### src/rtl/bp_bht_pkg.sv
// ============================================================================
// Package : bp_bht_pkg
// Brief   : Opcodes, immediate decoders and table-write ops for bp_bht
// Rev     : 1.0
// ============================================================================
`default_nettype none

package bp_bht_pkg;

    localparam logic [6:0] INST_TYPE_B = 7'b1100011;
    localparam logic [6:0] INST_JAL    = 7'b1101111;

    localparam logic [0:0] ST_INIT = 1'b0;
    localparam logic [0:0] ST_RUN  = 1'b1;

    typedef enum logic [1:0] {
        WR_LOAD = 2'd0,
        WR_INC  = 2'd1,
        WR_DEC  = 2'd2
    } bht_wr_op_e;

    // B-imm = {imm[12], imm[11], imm[10:5], imm[4:1]} from inst[31|7|30:25|11:8]
    function automatic logic [31:0] imm_b(input logic [31:0] inst);
        return {{20{inst[31]}}, inst[7], inst[30:25], inst[11:8], 1'b0};
    endfunction

    // J-imm = {imm[20], imm[19:12], imm[11], imm[10:1]} from inst[31|19:12|20|30:21]
    function automatic logic [31:0] imm_j(input logic [31:0] inst);
        return {{12{inst[31]}}, inst[19:12], inst[20], inst[30:21], 1'b0};
    endfunction

endpackage

`default_nettype wire

### src/rtl/bp_bht_ram.sv
// ============================================================================
// Module : bp_bht_ram
// Brief  : ENTRIES x CTR_W counter table, async read, sync read-modify-write
// Rev    : 1.0
// ============================================================================
`default_nettype none

module bp_bht_ram
    import bp_bht_pkg::*;
#(
    parameter int ENTRIES = 64,
    parameter int CTR_W   = 2,
    parameter int IDX_W   = $clog2(ENTRIES)
) (
    input  logic             clk,
    input  logic             we_i,
    input  logic [IDX_W-1:0] waddr_i,
    input  bht_wr_op_e       wop_i,
    input  logic [CTR_W-1:0] wdata_i,
    input  logic [IDX_W-1:0] raddr_i,
    output logic [CTR_W-1:0] rdata_o
);

    localparam logic [CTR_W-1:0] CTR_MAX = '1;
    localparam logic [CTR_W-1:0] CTR_ONE = CTR_W'(1);

    logic [CTR_W-1:0] mem_q [ENTRIES];
    logic [CTR_W-1:0] wcur;
    logic [CTR_W-1:0] wnext;

    assign rdata_o = mem_q[raddr_i];

    // Saturating step is applied on the write side so training needs no extra read port
    always_comb begin
        wcur  = mem_q[waddr_i];
        wnext = wdata_i;
        case (wop_i)
            WR_INC:  wnext = (wcur == CTR_MAX) ? wcur : wcur + CTR_ONE;
            WR_DEC:  wnext = (wcur == '0)      ? wcur : wcur - CTR_ONE;
            default: wnext = wdata_i;
        endcase
    end

    always_ff @(posedge clk) begin
        if (we_i) begin
            mem_q[waddr_i] <= wnext;
        end
    end

endmodule

`default_nettype wire

### src/rtl/bp_bht.sv
// ============================================================================
// Module : bp_bht
// Brief  : PC-indexed saturating-counter branch predictor for the fetch stage
// Rev    : 1.0
// ============================================================================
`default_nettype none

module bp_bht
    import bp_bht_pkg::*;
#(
    parameter int ENTRIES = 64,
    parameter int CTR_W   = 2,
    parameter int PERF_W  = 32
) (
    input  logic              clk,
    input  logic              rst,
    input  logic [31:0]       inst_i,
    input  logic [31:0]       inst_addr_i,
    input  logic [2:0]        hold_flag_i,
    output logic              isbranch_o,
    output logic [31:0]       branch_addr_o,
    input  logic [1:0]        branch_taken_i,
    input  logic [31:0]       upd_pc_i,
    input  logic              upd_mispred_i,
    output logic              init_busy_o,
    output logic [PERF_W-1:0] pred_cnt_o,
    output logic [PERF_W-1:0] mispred_cnt_o
);

    localparam int               IDX_W    = $clog2(ENTRIES);
    localparam logic [CTR_W-1:0] WNT      = CTR_W'((1 << (CTR_W - 1)) - 1);
    localparam logic [IDX_W-1:0] LAST_IDX = IDX_W'(ENTRIES - 1);
    localparam logic [IDX_W-1:0] IDX_ONE  = IDX_W'(1);
    localparam logic [PERF_W-1:0] PERF_MAX = '1;
    localparam logic [PERF_W-1:0] PERF_ONE = PERF_W'(1);

    logic [0:0]        state_q, state_d;
    logic [IDX_W-1:0]  sweep_idx_q, sweep_idx_d;
    logic [PERF_W-1:0] pred_cnt_q, pred_cnt_d;
    logic [PERF_W-1:0] mispred_cnt_q, mispred_cnt_d;

    logic [6:0]       opcode;
    logic             is_b;
    logic             is_jal;
    logic             hold;
    logic             in_init;
    logic [IDX_W-1:0] pred_idx;
    logic [IDX_W-1:0] upd_idx;
    logic [CTR_W-1:0] ctr_rd;
    logic             b_taken;

    logic             ram_we;
    logic [IDX_W-1:0] ram_waddr;
    bht_wr_op_e       ram_wop;

    logic             unused_upd_pc;

    assign opcode   = inst_i[6:0];
    assign is_b     = (opcode == INST_TYPE_B);
    assign is_jal   = (opcode == INST_JAL);
    assign hold     = (hold_flag_i != 3'b000);
    assign in_init  = (state_q == ST_INIT);
    assign pred_idx = inst_addr_i[IDX_W+1:2];
    assign upd_idx  = upd_pc_i[IDX_W+1:2];

    assign unused_upd_pc = ^upd_pc_i;

    // Table contents are undefined until the sweep completes, so B-type reads are masked
    assign b_taken = !in_init && ctr_rd[CTR_W-1];

    assign isbranch_o = !hold && (is_jal || (is_b && b_taken));

    always_comb begin
        branch_addr_o = '0;
        if (is_b) begin
            branch_addr_o = inst_addr_i + imm_b(inst_i);
        end else if (is_jal) begin
            branch_addr_o = inst_addr_i + imm_j(inst_i);
        end
    end

    // Sweep owns the write port while active; resolutions arriving then are dropped
    assign ram_we    = in_init || branch_taken_i[1];
    assign ram_waddr = in_init ? sweep_idx_q : upd_idx;
    assign ram_wop   = in_init           ? WR_LOAD :
                       branch_taken_i[0] ? WR_INC  : WR_DEC;

    bp_bht_ram #(
        .ENTRIES (ENTRIES),
        .CTR_W   (CTR_W),
        .IDX_W   (IDX_W)
    ) u_bht_ram (
        .clk     (clk),
        .we_i    (ram_we),
        .waddr_i (ram_waddr),
        .wop_i   (ram_wop),
        .wdata_i (WNT),
        .raddr_i (pred_idx),
        .rdata_o (ctr_rd)
    );

    always_comb begin
        state_d     = state_q;
        sweep_idx_d = sweep_idx_q;
        case (state_q)
            ST_INIT: begin
                sweep_idx_d = sweep_idx_q + IDX_ONE;
                if (sweep_idx_q == LAST_IDX) begin
                    state_d     = ST_RUN;
                    sweep_idx_d = '0;
                end
            end
            default: begin
                state_d     = state_q;
                sweep_idx_d = sweep_idx_q;
            end
        endcase
    end

    always_comb begin
        pred_cnt_d    = pred_cnt_q;
        mispred_cnt_d = mispred_cnt_q;
        if (is_b && !hold && (pred_cnt_q != PERF_MAX)) begin
            pred_cnt_d = pred_cnt_q + PERF_ONE;
        end
        if (branch_taken_i[1] && upd_mispred_i && (mispred_cnt_q != PERF_MAX)) begin
            mispred_cnt_d = mispred_cnt_q + PERF_ONE;
        end
    end

    always_ff @(posedge clk) begin
        if (!rst) begin
            state_q       <= ST_INIT;
            sweep_idx_q   <= '0;
            pred_cnt_q    <= '0;
            mispred_cnt_q <= '0;
        end else begin
            state_q       <= state_d;
            sweep_idx_q   <= sweep_idx_d;
            pred_cnt_q    <= pred_cnt_d;
            mispred_cnt_q <= mispred_cnt_d;
        end
    end

    assign init_busy_o   = in_init;
    assign pred_cnt_o    = pred_cnt_q;
    assign mispred_cnt_o = mispred_cnt_q;

endmodule

`default_nettype wire
### config.mk
export PLATFORM = sky130hd
export DESIGN_NAME = bp_bht
export DESIGN_NICKNAME = d
export VERILOG_FILES = /design/src/rtl/bp_bht_pkg.sv /design/src/rtl/bp_bht_ram.sv /design/src/rtl/bp_bht.sv
export SDC_FILE = /design/constraint.sdc
export NUM_CORES = 1
export LEC_CHECK = 0
export ABC_AREA = 1
export CAP_MARGIN = 20
export CORE_ASPECT_RATIO = 1.1
export CORE_MARGIN = 8
export CORE_UTILIZATION = 25
export CTS_BUF_LIST = sky130_fd_sc_hd__clkbuf_8
export CTS_CLUSTER_DIAMETER = 120
export DETAILED_ROUTE_END_ITERATION = 8
export GPL_TIMING_DRIVEN = 0
export REMOVE_ABC_BUFFERS = 1
export SLEW_MARGIN = 20
export SYNTH_ARGS = -nofsm -noshare
export SYNTH_HDL_FRONTEND = slang
export SYNTH_SLANG_ARGS = --single-unit
export TNS_END_PERCENT = 30
### constraint.sdc
create_clock -name clk -period 8.65 [get_ports clk]
set_clock_uncertainty 0.1 [all_clocks]
set_input_delay 0.865 -clock clk [delete_from_list [all_inputs] [get_ports clk]]
set_output_delay 0.865 -clock clk [all_outputs]
set_load 0.02 [all_outputs]
==> impl_metrics.csv, run 1 <==
group,metric,value,unit
worst_setup_path,worstSetupPathType,"in -> out",
worst_setup_path,cp_max_fo,20,
layout,syn_to_final_growth,21.0,%
clock_network,cts_tree,"done",
route,drc,0,
layout,utilization,30.5,%
floorplan,core,0.0536,mm2
yosys,synthTopCellsByArea,"edfxtp_1 28%, nand2_1 17%, dfxtp_1 11%",
layout,fin_cells,2835,
global_routing,grt_pass1_wl,73500,um
clock_network,hold_buffers,0,
place,io_buffer_count,175,
floorplan,die_y,260,um
floorplan,ios,202,
yosys,ys_warn_count,0,
worst_setup_path,endpoint_kind,"output pin",
yosys,synth_area,0.0135,mm2
clock_network,cts_made_buffers,17,
route,first_pass_iters,5,
clock_network,clk_latency,0.50,ns
sta,min_period,5.76,ns
layout,layout-drive-gt1-share,3.23,%
layout,antennaDiodeCount,0,
clock_network,clock-sinks,199,
yosys,synth_seq_cells,199,
floorplan,die_w,238,um
power_and_ir_drop,powerDensity,123,mW/mm2
place,place_congestion,0.942,
power_and_ir_drop,p_leak,6.44,nW
yosys,avgSynthCellArea,6.92,um2
layout,seq_area,0.00527,mm2
sta,rsz0062_at_grt,"false",
worst_setup_path,worstPathRequired,7.69,ns
yosys,synth_edf_count,128,
sta,period_share,66.6,%
route,drt_iter0_markers,1145,
sta,maxSlewHeadroom,32.0,%
sta,setup_slack,2.89,ns
worst_setup_path,arrival,4.80,ns
run,cap_viol_max_count,0,
yosys,async_flop_share,0,%
place,dp.cells,2803,
layout,final_nets,2246,
place,post-place-ws,2.98,ns
sta,finalSetupViolCount,0,
layout,num-fill-cells,5793,
global_routing,antenna_found_initial,0,
sta,timing.final.max_slew_violations,0,
global_routing,grt_overflow,0,
worst_setup_path,startpoint,"inst_i[31]",
clock_network,h-tree-depth,4,
place,place_hpwl,34300,um
route,post_drt_via_cell_ratio,4.85,
yosys,yosysTopAreaCell,"edfxtp_1",
sta,setup_tns,0,ns
route,wl,47300,um
outcome,status,"complete, no violations",
global_routing,grt_pass1_vias,13200,
worst_setup_path,r2r_start,"state_q",
clock_network,cts_root_buffer,"clkbuf_8",
route,via_count,13700,
clock_network,path_clk_slew,0.10,ns
sta,hold_viol_final,0,
power_and_ir_drop,vdd_drop_max,94.2,uV
hold_path,min_from,"mispred_cnt_o[30]",
yosys,synth.distinct_cells,52,
global_routing,grt_max_degree,70,
worst_setup_path,cp-start-kind,"primary input",
hold_path,hp-class,"reg -> reg",
yosys,synth-main-ff-cell,"edfxtp_1",
yosys,syn_inst,1953,
clock_network,cts.path.max_buffers,2,
global_routing,grt_use_total,14.9,%
yosys,yosysSeqAreaShare,39.0,%
layout,multi_input_area,0.00723,mm2
sta,tightest_slew,1.02,ns
floorplan,start_util,25.2,%
yosys,synth.most_common_cell,"nand2_1",
route,detail_route.wl_per_cell,16.7,um
clock_network,ctsResizeCount,0,
floorplan,die-area,0.0618,mm2
yosys,synth_commonest_cells,"614 x nand2_1, 209 x nor2_1, 197 x inv_1",
floorplan,row_count,89,
sta,max_freq,174,MHz
yosys,yosysTopAreaCellShare,28.4,%
route,antenna_left,0,
clock_network,postCtsSetupRepairBufs,0,
[through the flow]
step | area [um2] | hold WS (ns) | total power [mW]
after floorplan | 13200 | 0.395 | 1.27
after global placement | 15900 | 0.368 | 1.43
after detailed placement | 16000 | 0.375 | 1.44
after CTS | 16400 | 0.392 | 2.03
after global routing | 16400 | 0.416 | 2.11
final | 16400 | 0.386 | 2.02
[worst max-delay path, cell delays in order]
cell	delay, ns
clkdlybuf4s50_1	0.95
ha_1	0.74
nand2_1	0.13
nor2_1	0.22
inv_1	0.14
nor4_1	0.62
nand3_1	0.17
nand2_1	0.13
or2_2	0.11
nand2_1	0.04
nand2_1	0.06
clkdlybuf4s50_1	0.62
[layer usage]
layer	routed length, um	GRT usage (%)
met5	0	0
met4	1180	4.77
met3	3770	2.93
met2	22200	25.4
met1	20100	18.8
[cell type report]
cell class,count,share of cell area (%)
timing repair buffer,179,11.1
clock buffer,17,1.43
tap,728,5.57
sequential,199,32.2
multi-input combinational,1497,44.2
clock inverter,15,0.887
inverter,200,4.60
[power breakdown]
group	leakage [nW]	switching (mW)	internal (mW)
Combinational	4.48	0.281	0.139
Clock	0.189	0.357	0.234
Sequential	1.77	0.00291	1.00
Total	6.44	0.642	1.38
[cell usage in the layout (no fill, tap or decap), types with 4 or more instances in the layout]
cell             count
a21o_1               6
a21oi_1            131
a31oi_1              6
clkbuf_8            17
clkdlybuf4s50_1    172
dfxtp_1             71
edfxtp_1           128
ha_1                46
inv_1              196
inv_6                4
nand2_1            611
nand2_4              5
nand3_1            191
nand3b_1            14
nand4_1             19
nor2_1             209
nor3_1              41
nor3b_1              9
nor4_1               6
o21a_1               6
o21ai_0            111
o21ai_1             14
o21bai_1             7
or2_2               10
xnor2_1              6
xor2_1              15
[sequential cells by signal, indices dropped and copies added, names as in the netlist]
register / flops
mispred_cnt_o: 32
pred_cnt_o: 32
state_q: 1
sweep_idx_q: 6
u_bht_ram.mem_q: 128
[final timing paths]
check                                               to  slack (ns)  cells after the start
worst max-delay path                 branch_addr_o[31]        2.89                     12
worst min register to register       mispred_cnt_o[30]        0.39                      1
worst min-delay path                 mispred_cnt_o[30]        0.39                      1
worst max register to register  u_bht_ram.mem_q[29][1]        3.77                     13
[cells by family after synthesis]
kind of cell,after synthesis,share of synthesized area [%]
AOI/OAI and AO/OA,298,11.8
and+or+nand+nor,1130,35.5
xor gates and xnor gates,21,1.36
adders and majority gates,48,4.55
DFF,199,39.0
buffers and inverters,257,7.81
No activity file was read; power rests on OpenSTA's default activity.
==> run 2, diff against run 1 <==
==> constraint.sdc (replaced) <==
create_clock -name clk -period 6 [get_ports clk]
set_clock_uncertainty 0.1 [all_clocks]
set_input_delay 0.6 -clock clk [delete_from_list [all_inputs] [get_ports clk]]
set_output_delay 0.6 -clock clk [all_outputs]
set_load 0.02 [all_outputs]
==> impl_metrics.csv, run 2 (synthesized netlist as in run 1, its figures left out) <==
group,metric,value,unit
hold_path,min_from,"mispred_cnt_o[30]",
sta,maxSlewHeadroom,33.3,%
hold_path,holdPathEnd,"mispred_cnt_o[30]",
layout,layout_common_cells,"611 x nand2_1, 209 x nor2_1, 196 x inv_1",
worst_setup_path,endpoint_kind,"output pin",
layout,top_register,"u_bht_ram.mem_q",
global_routing,grt_pass1_vias,13200,
layout,largest_register_ffs,128,
clock_network,postCtsSetupRepairBufs,0,
place,placed_cell_area,0.0160,mm2
route,antenna_left,0,
worst_setup_path,worstPathRequired,5.30,ns
layout,final_common_cell,"nand2_1",
layout,final_nets,2246,
worst_setup_path,worstSetupPathType,"in -> out",
worst_setup_path,ff2ff_path_depth,13,
floorplan,core,0.0536,mm2
global_routing,grt_use_total,14.9,%
sta,setup_tns,0,ns
sta,period_share,86.9,%
floorplan,start_util,25.2,%
floorplan,die_y,260,um
layout,layout-drive-gt1-share,3.23,%
route,drc,0,
layout,fin_cells,2835,
place,io_buffer_count,175,
route,post_drt_via_cell_ratio,4.84,
clock_network,cts_made_buffers,17,
clock_network,ctsResizeCount,0,
hold_path,hold_depth,1,
route,first_pass_iters,5,
layout,syn_to_final_growth,21.0,%
route,wl,47200,um
place,place_congestion,0.942,
sta,whs,0.386,ns
sta,rsz0062_at_grt,"false",
clock_network,clock-sinks,199,
power_and_ir_drop,p_leak,6.44,nW
floorplan,die_w,238,um
worst_setup_path,arrival,4.51,ns
sta,finalSetupViolCount,0,
route,drt_iter0_markers,1078,
layout,antennaDiodeCount,0,
worst_setup_path,r2r_start,"state_q",
layout,fin_area,0.0164,mm2
run,cap_viol_max_count,0,
clock_network,cts_tree,"done",
worst_setup_path,rrSetupSlack,1.10,ns
global_routing,grt_max_degree,70,
global_routing,grt_pass1_wl,73500,um
power_and_ir_drop,p_total,2.91,mW
route,detail_route.wl_per_cell,16.7,um
clock_network,clk_latency,0.51,ns
worst_setup_path,cp_max_fo,20,
place,dp.cells,2803,
hold_path,hp-class,"reg -> reg",
clock_network,h-tree-depth,4,
clock_network,cts.path.max_buffers,2,
floorplan,die-area,0.0618,mm2
power_and_ir_drop,powerDensity,178,mW/mm2
sta,timing.final.max_slew_violations,0,
sta,max_freq,192,MHz
worst_setup_path,cp-start-kind,"primary input",
sta,tightest_slew,1.00,ns
global_routing,grt_overflow,0,
clock_network,cts_root_buffer,"clkbuf_8",
place,place_hpwl,34300,um
sta,min_period,5.21,ns
outcome,status,"complete, no violations",
sta,hold_viol_final,0,
floorplan,ios,202,
clock_network,hold_buffers,0,
route,via_count,13700,
floorplan,row_count,89,
global_routing,antenna_found_initial,0,
power_and_ir_drop,vdd_drop_max,136,uV
clock_network,path_clk_slew,0.10,ns
worst_setup_path,r2r-end,"u_bht_ram.mem_q[16][1]",
run 2: cell counts in the layout (fill, tap and decap cells not counted):
No cell type changed its count.
run 2: through the flow:
| step | utilization (%) | setup slack, ns |
|---|---|---|
| 6_report | 30.5 | 0.788 |
| 3_3_place_gp | 29.6 | -1.67 |
| 3_5_place_dp | 29.8 | 0.860 |
| 2_1_floorplan | - | 2.18 |
| 4_1_cts | 30.5 | 0.837 |
| 5_1_grt | 30.5 | 0.514 |
run 2: layer usage:
layer / vias up / global-route usage [%] / wire [um]
li1: 6761 / - / -
met1: 6316 / 18.8 / 20100
met2: 571 / 25.4 / 22100
met3: 74 / 2.90 / 3880
met4: 0 / 4.65 / 1180
met5: - / 0 / 0
run 2: where the power goes:
part           leakage, nW  switching, mW  internal (mW)
clock                0.189          0.516          0.338
sequential            1.77        0.00418           1.44
combinational         4.48          0.406          0.200
total                 6.44          0.926           1.98
run 2: how the worst max path moves through the flow:
stage                         from  slack, ns                    end
floorplan                  state_q       2.18  u_bht_ram.mem_q[0][1]
global placement    inst_addr_i[2]      -1.67      branch_addr_o[19]
detailed placement      inst_i[31]       0.86      branch_addr_o[31]
CTS                     inst_i[31]       0.84      branch_addr_o[31]
global route            inst_i[31]       0.51      branch_addr_o[31]
finish                  inst_i[31]       0.79      branch_addr_o[31]
run 2: critical path, cell delays in order:
cell and delay [ns]:
clkdlybuf4s50_1 0.92, ha_1 0.74, nand2_1 0.14, nor2_1 0.22, inv_1 0.14, nor4_1 0.62
nand3_1 0.17, nand2_1 0.13, or2_2 0.11, nand2_1 0.04, nand2_1 0.06, clkdlybuf4s50_1 0.62
run 2: layout make-up:
type	instances	area [um2]
clock buffer	17	234
clock inverter	15	145
fill	5793	37200
inverter	200	753
multi-input combinational	1497	7230
sequential	199	5270
tap	728	911
timing repair buffer	179	1820
==> run 3, diff against run 2 <==
--- a/config.mk
+++ b/config.mk
@@ -13,6 +13,7 @@
 export CTS_BUF_LIST = sky130_fd_sc_hd__clkbuf_8
 export CTS_CLUSTER_DIAMETER = 120
 export DETAILED_ROUTE_END_ITERATION = 8
+export GPL_ROUTABILITY_DRIVEN = 1
 export GPL_TIMING_DRIVEN = 0
 export REMOVE_ABC_BUFFERS = 1
 export SLEW_MARGIN = 20
==> results of run 3 <==
The final DEF is identical to that of run 2; final timing and power are the same.
